<file path="config.mk">
export PLATFORM = sky130hd
export DESIGN_NAME = seg_scan_ctrl
export DESIGN_NICKNAME = d
export VERILOG_FILES = /design/src/rtl/seg_scan_ctrl.sv
export SDC_FILE = /design/constraint.sdc
export NUM_CORES = 1
export LEC_CHECK = 0
export ABC_CLOCK_PERIOD_IN_PS = 3200
export BUFFER_PORTS_ARGS = -buffer_cell sky130_fd_sc_hd__buf_2
export CAP_MARGIN = 20
export CORE_ASPECT_RATIO = 0.6
export CORE_MARGIN = 2
export CORE_UTILIZATION = 50
export DETAILED_ROUTE_END_ITERATION = 8
export PLACE_DENSITY = 0.75
export SETUP_SLACK_MARGIN = 0.4
export SYNTH_ARGS = -nofsm -noshare
export SYNTH_HDL_FRONTEND = slang
export SYNTH_SLANG_ARGS = --single-unit
export TNS_END_PERCENT = 5
</file>
<file path="constraint.sdc">
create_clock -name Clk -period 3.2 [get_ports Clk]
set_input_delay 0.64 -clock Clk [delete_from_list [all_inputs] [get_ports Clk]]
set_output_delay 0.64 -clock Clk [all_outputs]
set_load 0.01 [all_outputs]
</file>
<file path="src/rtl/seg_scan_ctrl.sv">
// seg_scan_ctrl
// Multiplexed 7-segment scan controller for the digital clock display.
// A set of packed BCD digits is time-multiplexed onto one shared segment bus.
// Each digit gets a slot of DIV clock cycles. The first BLANK cycles of every
// slot keep all anodes off, so the previous digit does not ghost onto the next.
// The Data/Dp/Mask inputs are copied into shadow registers once per frame, so a
// frame always shows one consistent value.
//
// Ports
//   Clk    in   1         system clock, rising edge
//   Rst_n  in   1         asynchronous reset, active low
//   EN     in   1         display enable, active high
//   Data   in   4*DIGITS  packed BCD, digit i = Data[4i+3:4i], digit 0 rightmost
//   Dp     in   DIGITS    decimal point request per digit, active high
//   Mask   in   DIGITS    digit enable per digit, active high
//   AN     out  DIGITS    digit anode select, active low
//   NUM    out  4         BCD value of the digit currently selected
//   SEG    out  8         segment drive, active low, {dp,g,f,e,d,c,b,a}
//   Frame  out  1         one-cycle pulse on the first output cycle of digit 0
//
// Build option
//   SEG_SCAN_LZB_EN : when defined, leading zeros are blanked. Digit i (i >= 1)
//                     stays dark while it and every higher digit are zero.
//                     When undefined, zero digits display as 0.

module seg_scan_ctrl #(
   parameter int DIGITS = 6,
   parameter int DIV    = 1000,
   parameter int BLANK  = 4
) (
   input  logic                Clk,
   input  logic                Rst_n,
   input  logic                EN,
   input  logic [4*DIGITS-1:0] Data,
   input  logic [DIGITS-1:0]   Dp,
   input  logic [DIGITS-1:0]   Mask,
   output logic [DIGITS-1:0]   AN,
   output logic [3:0]          NUM,
   output logic [7:0]          SEG,
   output logic                Frame
);

   localparam int CntW = (DIV > 1) ? $clog2(DIV) : 1;
   localparam int IdxW = (DIGITS > 1) ? $clog2(DIGITS) : 1;
   localparam logic [CntW-1:0] cntLast = CntW'(DIV - 1);
   localparam logic [IdxW-1:0] idxLast = IdxW'(DIGITS - 1);

   logic [CntW-1:0]     cnt;
   logic [IdxW-1:0]     idx;
   logic [4*DIGITS-1:0] shadowData;
   logic [DIGITS-1:0]   shadowDp;
   logic [DIGITS-1:0]   shadowMask;
   logic                framePending;

   logic                slotEnd;
   logic                frameWrap;
   logic                blankWin;
   logic [3:0]          curDigit;
   logic                curDp;
   logic                curMask;
   logic                curLzb;
   logic [DIGITS-1:0]   lzbMask;
   logic [DIGITS-1:0]   anOneHot;
   logic                darkSlot;

   // Active-low segment patterns {g,f,e,d,c,b,a}. The codes A..E have no glyph
   // and show nothing. F is used by the clock as a minus sign.
   function automatic logic [6:0] decodeDigit(input logic [3:0] v);
      logic [6:0] pat;
      case (v)
         4'd0:    pat = 7'h40;
         4'd1:    pat = 7'h79;
         4'd2:    pat = 7'h24;
         4'd3:    pat = 7'h30;
         4'd4:    pat = 7'h19;
         4'd5:    pat = 7'h12;
         4'd6:    pat = 7'h02;
         4'd7:    pat = 7'h78;
         4'd8:    pat = 7'h00;
         4'd9:    pat = 7'h10;
         4'hF:    pat = 7'h3F;
         default: pat = 7'h7F;
      endcase
      return pat;
   endfunction

   // A slot ends on the last count value. A frame ends when the last digit's
   // slot ends. That frame-end cycle is the only moment the shadow registers
   // reload while scanning.
   always_comb begin
      slotEnd   = (cnt == cntLast);
      frameWrap = slotEnd && (idx == idxLast);
      blankWin  = (int'(cnt) < BLANK);
   end

   // Leading-zero map. Bit i is set when shadow digit i and all digits above it
   // are zero. The loop walks down from the top digit and keeps a running AND.
   // Digit 0 is never included, so a time of all zeros still shows "0".
`ifdef SEG_SCAN_LZB_EN
   logic allZero;
   always_comb begin
      allZero = 1'b1;
      lzbMask = '0;
      for (int i = DIGITS - 1; i >= 1; i--) begin
         allZero    = allZero && (shadowData[4*i +: 4] == 4'd0);
         lzbMask[i] = allZero;
      end
   end
`else
   always_comb begin
      lzbMask = '0;
   end
`endif

   // Select everything about the digit under the scan pointer from the shadow
   // copy. A compare-per-digit loop is used instead of a computed part-select,
   // so the logic stays legal for any DIGITS value.
   always_comb begin
      curDigit = 4'd0;
      curDp    = 1'b0;
      curMask  = 1'b0;
      curLzb   = 1'b0;
      for (int i = 0; i < DIGITS; i++) begin
         if (idx == IdxW'(i)) begin
            curDigit = shadowData[4*i +: 4];
            curDp    = shadowDp[i];
            curMask  = shadowMask[i];
            curLzb   = lzbMask[i];
         end
      end
      anOneHot = DIGITS'(1) << idx;
      darkSlot = blankWin || !curMask || curLzb;
   end

   // Scan position: cnt walks through one slot, and idx steps to the next
   // digit at the end of each slot. While the display is disabled both are
   // parked at zero. Re-enabling therefore always begins with a fresh digit 0
   // slot, including its full blank window.
   always_ff @(posedge Clk or negedge Rst_n) begin
      if (!Rst_n) begin
         cnt <= '0;
         idx <= '0;
      end else if (!EN) begin
         cnt <= '0;
         idx <= '0;
      end else if (slotEnd) begin
         cnt <= '0;
         idx <= (idx == idxLast) ? '0 : idx + IdxW'(1);
      end else begin
         cnt <= cnt + CntW'(1);
      end
   end

   // Shadow copy of the inputs. It follows the inputs every cycle while the
   // display is off. While scanning it only reloads at the frame wrap, so a
   // change part-way through a frame waits for the next frame.
   always_ff @(posedge Clk or negedge Rst_n) begin
      if (!Rst_n) begin
         shadowData <= '0;
         shadowDp   <= '0;
         shadowMask <= '0;
      end else if (!EN || frameWrap) begin
         shadowData <= Data;
         shadowDp   <= Dp;
         shadowMask <= Mask;
      end
   end

   // Registered outputs, one cycle behind the scan position that produces them.
   // framePending remembers that a frame wrap just happened. Frame then lines
   // up with the first output cycle of digit 0 in the new frame. The first
   // slot after enable or reset did not come from a wrap, so it gets no pulse.
   // NUM follows the selected shadow digit even while the anodes are dark.
   always_ff @(posedge Clk or negedge Rst_n) begin
      if (!Rst_n) begin
         AN           <= '1;
         SEG          <= 8'hFF;
         NUM          <= 4'd0;
         Frame        <= 1'b0;
         framePending <= 1'b0;
      end else begin
         NUM <= curDigit;
         if (!EN) begin
            AN           <= '1;
            SEG          <= 8'hFF;
            Frame        <= 1'b0;
            framePending <= 1'b0;
         end else begin
            Frame        <= framePending;
            framePending <= frameWrap;
            if (darkSlot) begin
               AN  <= '1;
               SEG <= 8'hFF;
            end else begin
               AN  <= ~anOneHot;
               SEG <= {~curDp, decodeDigit(curDigit)};
            end
         end
      end
   end

endmodule
</file>
# Word-level counts from Yosys, hierarchy flattened
# Memory sizes are Yosys's and may differ from the RTL's.
# Index checks and enable logic that the tools add are counted.
# Widths: inputs -> output; s select.
[word_totals]
ff_bits = 69
latch_bits = 0
mem_bits_rw = 0
rom_bits = 112
in_bits = 39
output_inout_bits = 19
mem_count = 1
[memory_table]
columns = ["memory", "depth", "word_bits", "read_ports", "rd_clocked_by_memory_dff", "wr", "line", "rtl"]
rows = [
  ["(name not given)", 16, 7, 1, 0, 0, "70", "case (v)"],
]
[op_classes]
addsub = 2
n_mul = 0
n_div = 0
n_lt_le_gt_ge = 1
n_eq_ne = 7
shift = 1
mux = 29
n_bitwise = 2
n_reduce_logical = 6
[ops]
columns = ["operator", "count"]
rows = [
  ["$mux 4", 6],
  ["$mux 10", 2],
  ["$mux 8", 2],
  ["$mux 1", 14],
  ["$mux 6", 2],
  ["$add 10x1->10 const B", 1],
  ["$eq 10x10->1 const B", 1],
  ["$lt 10x3->1 const B", 1],
  ["$mux 3", 3],
  ["$eq 3x2->1 const B", 2],
  ["$eq 3x3->1 const B", 2],
  ["$not 6->6", 1],
  ["$shl 1x3->6 const A", 1],
  ["$add 3x1->3 const B", 1],
  ["$eq 3x1->1 const B", 1],
  ["$logic_not 3->1", 1],
  ["$logic_not 1->1", 2],
  ["$logic_or 1x1->1", 2],
  ["$ne 2x1->1 const B", 1],
  ["$logic_and 1x1->1", 1],
  ["$not 1->1", 1],
]

# Depth between registers and ports, before layout
# Gate-level depths: netlist of the first run.
[depth]
word_depth = 11
ltp_mapped = 12
depth_no_buf = 9

# Worst setup path after synthesis of the first run
# OpenSTA, ideal clock, no wires.
[synth_timing]
path_kind = "reg2reg"
from = "register idx[1]"
to = "register SEG[6]"
setup_ns = 0.081
arrival_time_ns = 2.622
path_slack_ns = 0.498
stages_incl_launch_ff = 12
path_buffers = 3
cell_sequence = "dfrtp_1 -> buf_2 -> buf_2 -> and2_1 -> ha_1 -> clkbuf_1 -> and3_1 -> a311oi_1 -> inv_1 -> ha_1 -> mux2_2 -> a32oi_1"
[synth_lines]
columns = ["element", "line", "rtl"]
rows = [
  ["from (decl)", "49", "logic [IdxW-1:0] idx;"],
  ["from (signal assigned)", "148", "idx <= (idx == idxLast) ? '0 : idx + IdxW'(1);"],
  ["$logic_not 3->1", "124", "if (idx == IdxW'(i)) begin"],
  ["$mux 4 (5 in a row)", "124", ""],
  ["$mux 4 *", "124", ""],
  ["named net curDigit[0]", "58", "logic [3:0] curDigit;"],
  ["$mem_v2 16x7 *", "--", ""],
  ["$mux 8 *", "191", "if (darkSlot) begin"],
  ["$mux 8 *", "183", "if (!EN) begin"],
  ["to (signal assigned)", "196", "SEG <= {~curDp, decodeDigit(curDigit)};"],
  ["to (decl)", "39", "output logic [7:0] SEG,"],
]
# Mark *: on every way through the listed nets, which the timed path passes. The rest lies on a longest branch.
# A chain may end at the register's enable or synchronous reset.

# Final worst setup path of the first run
[layout_timing]
from = "register idx[0]"
to = "register SEG[4]"
# Same word-level chain as after synthesis.

==> summary.md, run 1 <==
| Metric | Value |
|---|---|
| Synth Area per Inst | 11.9 um2 |
| CP arrival | 2.91 ns |
| Gr ovfl total | 0 |
| Critical path fanouts, max | 12 |
| Crit-path cells | and2_1 > ha_1 > nor2_1 > a41oi_2 > inv_1 > nand2_1 > a311o_1 |
| F_max | 379 MHz |
| Sequential cell fraction of total power | 53.8% |
| Remaining antenna violation count | 0 |
| First-pass GRT wire length | 10.8 mm |
| Commonest non-fill, non-tap cell in the layout | buf_2 |
| Drt wl/cell | 15.7 um |
| Num rows | 22 |
| Met1 Track Usage GR | 31.4% |
| EDFF count, synth | 0 |
| Slowest cell delay on critical path | 0.49 ns |
| Die area | 7050 um2 |
| Final worst-path cycle share | 82.5% |
| FF+latch count, synth | 69 |
| Hold Slack | 0.395 ns |
| Share of layout cells above drive strength 1 | 38.7% |
| Residual DRC count | 0 |
| Syn nets | 315 |
| Number of vias per cell | 5.27 |
| Post-DP HPWL | 4.82 mm |
| CP required | 3.47 ns |
| Lkg Pwr | 1.65 nW |
| Status | complete, no violations |
| M3 GR Usage | 9.36% |
| P_sw | 435 uW |
| Post-CTS Resized | 0 |
| Worst-path clk slew | 0.07 ns |
| Most Crowded Layer GR | met1 |
| 1st-pass router iterations | 4 |
| Slew headroom | 43.2% |
| GP Congestion | 0.918 |
| Logic gate share of total power | 11.1% |
| Distinct cells, synth | 41 |
| CP max-delay cell | dfrtp_2 |
| Mapped Area | 3190 um2 |
| Slew @ Worst Pin | 0.851 ns |
| Routed Wire Length | 6.61 mm |
| Crit. End Element | flip-flop |
| Worst skew pair latency | 0.35 ns |
| Tot GR Track Use | 20.7% |
| Final min period | 2.64 ns |
| H-tree levels | 3 |
| Setup_tns | 0 ns |
| Die width | 107 um |
| Final hold vios | 0 |
| Register area share after synthesis | 54.7% |
| Die Y | 65.9 um |
| Buffers on Ports | 57 |
| Core area | 6140 um2 |
| # IOs | 58 |
| Pwr dens | 476 nW/um2 |
| Worst Hold Class | in2async |
| Commonest non-fill, non-tap cells in the layout | buf_2 (57), dfrtp_1 (54), mux2_2 (32) |
| Fraction of registers with async set/reset | 100% |
| Final design utilization | 61.1% |
| Syn Inst Count | 268 |
| CP startpoint kind | flip-flop |
| Number of global-route vias before repair | 2103 |
| Longest Clk Path Bufs | 2 |
| Unrepaired setup endpoints after global routing | false |
| Initial core utilization | 52.0% |
| Final setup viols | 0 |
| Drt initial violations | 143 |
| Num CTS Buffers | 9 |
| # diodes | 0 |
| Max-slew violation count | 0 |
| Hold Buf Count CTS | 0 |
| Pin count of the biggest net entering global routing | 37 |
| Critical path class | reg2reg |
| CTS tree | yes |
| Root buf cell | clkbuf_8 |
| Met2 usage | 25.8% |
| Post-CTS setup buffers | 0 |
| Clock Power Share | 35.1% |
| Switching part of the total | 24.4% |
| Via count | 2212 |
| Area grow syn2layout | 17.5% |
| Pint | 1.35 mW |
| Syn. warnings | 0 |
| Main flop type after synthesis | dfrtp_1 |
| Max-cap violations | 0 |
| Final #Nets | 378 |
| # clock sinks | 69 |
| Initial antenna violation count | 0 |
| Clk_skew | 0.00791 ns |
| Worst vdd ir | 272 uV |
==> cell usage after synthesis, types with 5 or more instances <==
cell type,instances,area share [%]
mux2_2,32,11
buf_2,5,0.78
dfstp_2,14,12
and3_1,6,1.2
a21oi_1,8,1.3
nand2_1,22,2.6
mux2i_1,13,4.1
o21ai_0,12,1.9
inv_1,13,1.5
dfrtp_1,55,43
ha_1,8,3.1
nor2_1,18,2.1
xnor2_1,6,1.6
nand3_1,7,1.1
==> stage by stage <==
step | power [mW] | setup slack (ns) | std cells | instance area, um2
finish | 1.78 | 0.561 | 420 | 3750
global route | 1.87 | 0.422 | 420 | 3750
CTS | 1.80 | 0.418 | 420 | 3740
detailed placement | 1.17 | 0.437 | 404 | 3560
global placement | 1.16 | 0.673 | 404 | 3560
floorplan | 1.09 | 0.498 | 268 | 3190
==> metal layers <==
layer / routed length, um / part of all wire, % / vias to the layer above
li1: - / - / 1058
met1: 3390 / 51 / 1063
met2: 2580 / 39 / 84
met3: 571 / 8.6 / 7
met4: 70 / 1.1 / 0
met5: 0 / 0 / -
==> cell type report <==
cell class,instances,area [um2]
tap,84,105
clock buffer,14,163
multi-input combinational,175,1330
clock inverter,2,10.0
fill,523,2390
timing repair buffer,63,343
sequential,69,1750
inverter,13,48.8
==> flip-flops by register name, indices dropped and copies added, names as in the netlist, 3 cells and up <==
signal      count
NUM             4
idx             3
AN              6
shadowMask      6
shadowDp        6
SEG             8
cnt            10
shadowData     24
==> worst paths after layout <==
path	slack, ns	start	end	cells after the start
max reg2reg	0.56	idx[0]	SEG[4]	7
max	0.56	idx[0]	SEG[4]	7
min	0.39	Rst_n	shadowData[3]	1
max in group asynchronous	2.06	Rst_n	AN[3]	2
min reg2reg	0.46	cnt[0]	cnt[0]	1
min in group Clk	0.46	cnt[0]	cnt[0]	1
==> worst max-delay path: cells and delay by family (launching register included) <==
family | cells | cell delay (ns)
and+or+nand+nor | 3 | 0.72
buffers and inverters | 1 | 0.31
adders and majority gates | 1 | 0.31
DFF | 1 | 0.49
AOI/OAI and AO/OA | 2 | 0.75
==> logic make-up after synthesis <==
group	share of synthesized area, %
AND/OR/NAND/NOR	12.0
flip-flops	54.7
multiplexers	16.1
AO/OA/AOI/OAI	7.77
buffers and inverters	3.84
XOR/XNOR	2.47
adder cells (fa/ha/maj)	3.14
==> power by group through the flow <==
stage / logic (mW) / registers [mW] / clock network (mW)
final: 0.198 / 0.959 / 0.626
after global routing: 0.220 / 0.965 / 0.689
after floorplan: 0.119 / 0.967 / 0
after CTS: 0.198 / 0.959 / 0.644
after global placement: 0.192 / 0.973 / 0
after detailed placement: 0.197 / 0.975 / 0
(Power assumes the default switching activity.)
==> run 2: changes to the inputs <==
- ABC_CLOCK_PERIOD_IN_PS: 3200 -> 2600
- clock period: 3.2 -> 2.6 ns (I/O delays scaled with it)
==> run 2 against run 1 <==
Effect of this change:
- combinational power rose by 40%
- highest routed layer unchanged
- largest cell class unchanged
- count of clock-buffer cells in the layout fell by 4
- cell count rose by 4.5%
==> summary.md, run 2 (same netlist as run 1, synthesis figures left out) <==
| Metric | Value |
|---|---|
| Worst skew pair latency | 0.35 ns (about the same) |
| Area of the multi-input gates | 1420 um2 (+6.8%) |
| Worst-path clk slew | 0.07 ns (about the same) |
| Die width | 107 um (unchanged) |
| Via count | 2330 (+5.3%) |
| Routed Wire Length | 7.23 mm (+9.4%) |
| Tot GR Track Use | 20.7% (-0.034 points) |
| CP required | 2.87 ns (-0.60 ns) |
| Root buf cell | clkbuf_8 |
| Commonest non-fill, non-tap cells in the layout | buf_2 (58), dfrtp_1 (50), mux2_2 (32) |
| Remaining antenna violation count | 0 (unchanged) |
| Area grow syn2layout | 29.2% |
| Post-Place Cells | 407 (+0.74%) |
| Number of vias per cell | 5.31 (+0.78%) |
| Crit-path cells | and2_4 > ha_4 > and3_4 > a311oi_4 > buf_4 > ha_1 > a21oi_1 > a311o_1 |
| Drt initial violations | 126 (-12%) |
| CP startpoint kind | flip-flop |
| Max-cap violations | 0 (unchanged) |
| Max-slew violation count | 0 (unchanged) |
| Final min period | 2.18 ns (-0.457 ns) |
| # diodes | 0 (unchanged) |
| Longest Clk Path Bufs | 2 (unchanged) |
| Num rows | 22 (unchanged) |
| Num CTS Buffers | 9 (unchanged) |
| GP Congestion | 0.865 (-5.8%) |
| Die area | 7050 um2 (unchanged) |
| Unrepaired setup endpoints after global routing | true |
| Initial core utilization | 52.0% (unchanged) |
| Crit. End Element | flip-flop |
| Slew headroom | 54.7% (+11 points) |
| CTS tree | yes |
| Worst Hold Class | in2async |
| Pwr dens | 635 nW/um2 (+33%) |
| Max reg flops | 24 (unchanged) |
| Final worst-path cycle share | 83.9% (+1.4 points) |
| Slowest cell delay on critical path | 0.46 ns (-0.03 ns) |
| Critical path fanouts, max | 12 (unchanged) |
| Slew @ Worst Pin | 0.680 ns (-0.171 ns) |
| Critical path class | reg2reg |
| Final #Nets | 397 (+5.0%) |
| # IOs | 58 (unchanged) |
| Most flops, register | shadowData |
| # clock sinks | 69 (unchanged) |
| Layout Cells excl Fill | 439 (+4.5%) |
| Pin count of the biggest net entering global routing | 41 (+11%) |
| Status | complete, no violations |
| CP max-delay cell | dfrtp_2 |
| Final setup viols | 0 (unchanged) |
| Worst vdd ir | 346 uV (+27%) |
| Share of layout cells above drive strength 1 | 46.2% (+7.5 points) |
| Setup_tns | 0 ns (unchanged) |
| Die Y | 65.9 um (unchanged) |
| Commonest non-fill, non-tap cell in the layout | buf_2 |
| Drt wl/cell | 16.5 um (+4.7%) |
| Buffers on Ports | 57 (unchanged) |
| Final hold vios | 0 (unchanged) |
| Lkg Pwr | 1.81 nW (+9.7%) |
| First-pass GRT wire length | 10.9 mm (+0.83%) |
| Gr ovfl total | 0 (unchanged) |
| CP arrival | 2.45 ns (-0.46 ns) |
| Residual DRC count | 0 (unchanged) |
| Fillcell total | 447 (-15%) |
| Storage cell area | 1750 um2 (+0.29%) |
| Core area | 6140 um2 (unchanged) |
| Clk_skew | 0.00884 ns (+0.000932 ns) |
| Initial antenna violation count | 0 (unchanged) |
| H-tree levels | 3 (unchanged) |
| F_max | 458 MHz (+21%) |
| Post-DP HPWL | 5.01 mm (+4.0%) |
| Biggest regs | shadowData (24), cnt (10), SEG (8) |
| Number of global-route vias before repair | 2226 (+5.8%) |
| 1st-pass router iterations | 4 (unchanged) |
-- run 2: changes by cell type in the layout (fill, tap and decap cells not counted), sizes merged --
cell and delta:
bufinv +4, buf +18, clkbuf -3
-- run 2: area by class of cell --
cell class / instances / area share (%)
Multi-Input combinational cell: 175 / 34.6
Inverter: 13 / 1.18
Clock buffer: 10 / 3.34
Sequential cell: 69 / 42.5
Timing Repair Buffer: 82 / 12.6
Tap cell: 84 / 2.55
Clock inverter: 6 / 3.25
-- run 2: what timing repair did --
item,in CTS,in global routing
hold buffers,0,0
gates cloned,0,2
endpoints found under the hold margin,0,0
endpoints found under the setup margin,8,38
pin swaps,1,3
setup buffers,0,14
gates resized for setup,4,8
-- run 2: through the flow --
stage	setup slack (ns)	cell area [um2]	hold WS, ns	util [%]	total power [mW]
2_1_floorplan	0.306	3280	0.224	-	1.34
3_3_place_gp	0.352	3660	0.444	59.6	1.45
3_5_place_dp	0.259	3660	0.456	59.6	1.46
4_1_cts	0.408	3940	0.220	64.2	2.61
5_1_grt	0.364	4120	0.252	67.1	2.72
6_report	0.419	4120	0.211	67.1	2.61
-- run 2: where the power goes --
group	total, mW	internal, mW	switching, mW	leakage [nW]
combinational	0.278	0.140	0.138	0.859
sequential	1.18	1.14	0.0399	0.814
clock	1.15	0.760	0.394	0.136
-- run 2: path summary, 6_finish.rpt --
check                             start       endpoint  slack [ns]  cells past startpoint
min reg2reg                framePending          Frame        0.47                      1
max in group asynchronous         Rst_n         SEG[2]        1.69                      2
max reg2reg                      idx[1]         SEG[4]        0.42                      8
min in group Clk                Data[6]  shadowData[6]        0.39                      3
max                              idx[1]         SEG[4]        0.42                      8
min                               Rst_n  shadowMask[4]        0.21                      1
-- run 2: routing by layer --
layer	share of wire, %	global-route usage (%)
met1	50	30.6
met2	42	28.3
met3	7.5	7.00
met4	0.84	6.66
met5	0	0
-- run 2: worst max-delay path: cells and delay by family, from the launching register on --
kind / cells / cell delay [ns]
compound gates: 3 / 0.73
flops: 1 / 0.46
fa+ha+maj: 2 / 0.39
simple gates: 2 / 0.34
buf+inv: 1 / 0.19
==> run 3: changes to the inputs <==
- ABC_CLOCK_PERIOD_IN_PS: 2600 -> 2200
- clock period: 2.6 -> 2.2 ns (I/O delays scaled with it)
==> run 3 against run 2 <==
Effect of this change:
- flip-flop and latch count stayed put
- wire length is 6.3% lower
- total power rose by 0.70%
- cell count grew 2.3%
- largest cell class unchanged
==> summary.md, run 3 (same netlist as run 1, synthesis figures left out) <==
| Metric | Value |
|---|---|
| Status | complete, no violations |
| CP required | 2.43 ns (-0.44 ns) |
| Number of vias per cell | 5.15 (-3.0%) |
| Tot GR Track Use | 20.9% (+0.16 points) |
| Crit. End Element | flip-flop |
| Longest Clk Path Bufs | 2 (unchanged) |
| Crit. Startpoint | cnt[0] |
| # clock sinks | 69 (unchanged) |
| Final setup viols | 0 (unchanged) |
| Die width | 107 um (unchanged) |
| Reg2reg end | shadowDp[1] |
| Core area | 6140 um2 (unchanged) |
| Root buf cell | clkbuf_8 |
| Area grow syn2layout | 30.0% |
| Worst Hold Class | in2async |
| Worst skew pair latency | 0.35 ns (about the same) |
| Residual DRC count | 0 (unchanged) |
| Final min period | 2.09 ns (-0.0917 ns) |
| Initial antenna violation count | 0 (unchanged) |
| Final worst-path cycle share | 95.0% (+11 points) |
| Initial core utilization | 52.0% (unchanged) |
| Drt wl/cell | 15.1 um (-8.4%) |
| Worst R2R Start | cnt[0] |
| Hold Buf Count CTS | 0 (unchanged) |
| Placement Setup Slack | 0.0420 ns (-0.217 ns) |
| Via count | 2311 (-0.82%) |
| Max-cap violations | 0 (unchanged) |
| Slew headroom | 76.5% (+22 points) |
| Routed Wire Length | 6.78 mm (-6.3%) |
| Share of layout cells above drive strength 1 | 47.7% (+1.5 points) |
| Fin area | 4150 um2 (+0.64%) |
| Worst vdd ir | 398 uV (+15%) |
| Post-DP Area | 3780 um2 (+3.4%) |
| Num rows | 22 (unchanged) |
| CP startpoint kind | flip-flop |
| Commonest non-fill, non-tap cells in the layout | buf_2 (57), dfrtp_1 (54), mux2_2 (32) |
| CP arrival | 2.32 ns (-0.13 ns) |
| Final hold vios | 0 (unchanged) |
| Gr ovfl total | 0 (unchanged) |
| Biggest regs | shadowData (24), cnt (10), SEG (8) |
| R2r setup slk | 0.11 ns (-0.31 ns) |
| Slew @ Worst Pin | 0.351 ns (-0.329 ns) |
| # IOs | 58 (unchanged) |
| Lkg Pwr | 1.83 nW (+1.1%) |
| Critical path class | reg2reg |
| Unrepaired setup endpoints after global routing | true |
| Post-DP HPWL | 4.85 mm (-3.3%) |
| Final design utilization | 67.5% (+0.43 points) |
| # diodes | 0 (unchanged) |
| Num CTS Buffers | 9 (unchanged) |
| Clk_skew | 0.00746 ns (-0.00139 ns) |
| 1st-pass router iterations | 4 (unchanged) |
| H-tree levels | 3 (unchanged) |
| Critical path fanouts, max | 11 (-1) |
| Drt initial violations | 148 (+17%) |
| Final #Nets | 407 (+2.5%) |
| Pin count of the biggest net entering global routing | 70 (+71%) |
| Buffers on Ports | 57 (unchanged) |
| Die area | 7050 um2 (unchanged) |
| GP Congestion | 0.861 (-0.49%) |
| Max-slew violation count | 0 (unchanged) |
| Commonest non-fill, non-tap cell in the layout | buf_2 |
| First-pass GRT wire length | 10.9 mm (+0.31%) |
| Number of global-route vias before repair | 2179 (-2.1%) |
| CTS tree | yes |
| Worst-path clk slew | 0.07 ns (about the same) |
| Max reg flops | 24 (unchanged) |
| R2R depth | 6 (-2) |
| Most flops, register | shadowData |
| Pwr dens | 635 nW/um2 (about the same) |
| Die Y | 65.9 um (unchanged) |
| Final WS setup | 0.110 ns (-0.308 ns) |
| Remaining antenna violation count | 0 (unchanged) |
| F_max | 479 MHz (+4.4%) |
[run 3: changes by cell type in the layout (fill, tap and decap cells not counted), sizes merged]
cell	delta
bufinv	-4
buf	+10
clkbuf	+4
[run 3: layout make-up]
class / instances / area, um2
Fill cell: 469 / 1990
Sequential cell: 69 / 1750
Multi-Input combinational cell: 175 / 1450
Timing Repair Buffer: 92 / 626
Clock buffer: 14 / 163
Tap cell: 84 / 105
Inverter: 13 / 48.8
Clock inverter: 2 / 10.0
[run 3: metrics by stage]
stage,hold WS (ns),setup TNS [ns],instances,power [mW]
2_1_floorplan,0.144,-0.209,268,1.59
3_3_place_gp,0.439,0,422,1.71
3_5_place_dp,0.455,0,422,1.72
4_1_cts,0.0995,0,442,2.65
5_1_grt,0.132,0,449,2.77
6_report,0.0972,0,449,2.63
[run 3: layer usage]
layer | global-route usage (%) | wire length [um]
met5 | 0 | 0
met4 | 7.31 | 89
met3 | 6.31 | 439
met2 | 28.7 | 2870
met1 | 31.0 | 3370
[run 3: worst max-delay path by stage]
| stage | to | slack [ns] | depth (start not counted) |
|---|---|---|---|
| 2_1_floorplan | SEG[6] | -0.09 | 11 |
| 5_1_grt | shadowData[10] | 0.05 | 6 |
| 3_5_place_dp | SEG[6] | 0.04 | 9 |
| 4_1_cts | shadowData[3] | 0.11 | 6 |
| 6_report | shadowDp[1] | 0.11 | 6 |
| 3_3_place_gp | SEG[6] | 0.11 | 9 |
[run 3: where the power goes]
| group | internal, mW | switching (mW) | total [mW] |
|---|---|---|---|
| sequential | 1.35 | 0.0421 | 1.39 |
| clock | 0.468 | 0.445 | 0.913 |
| combinational | 0.170 | 0.156 | 0.326 |
[run 3: timing repair]
action                                  4_1_cts  5_1_grt
pin swaps                                     6        7
gates resized for setup                      11       11
endpoints found under the setup margin       51       58
cloned                                        0        1
buffers inserted                              4        6
[run 3: worst max-delay path, stage by stage (launching register included)]
cell and delay, ns:
dfrtp_1 0.37, ha_1 0.21, nand3_1 0.08, or4_1 0.47, o31ai_4 0.25, buf_4 0.24
mux2_2 0.35
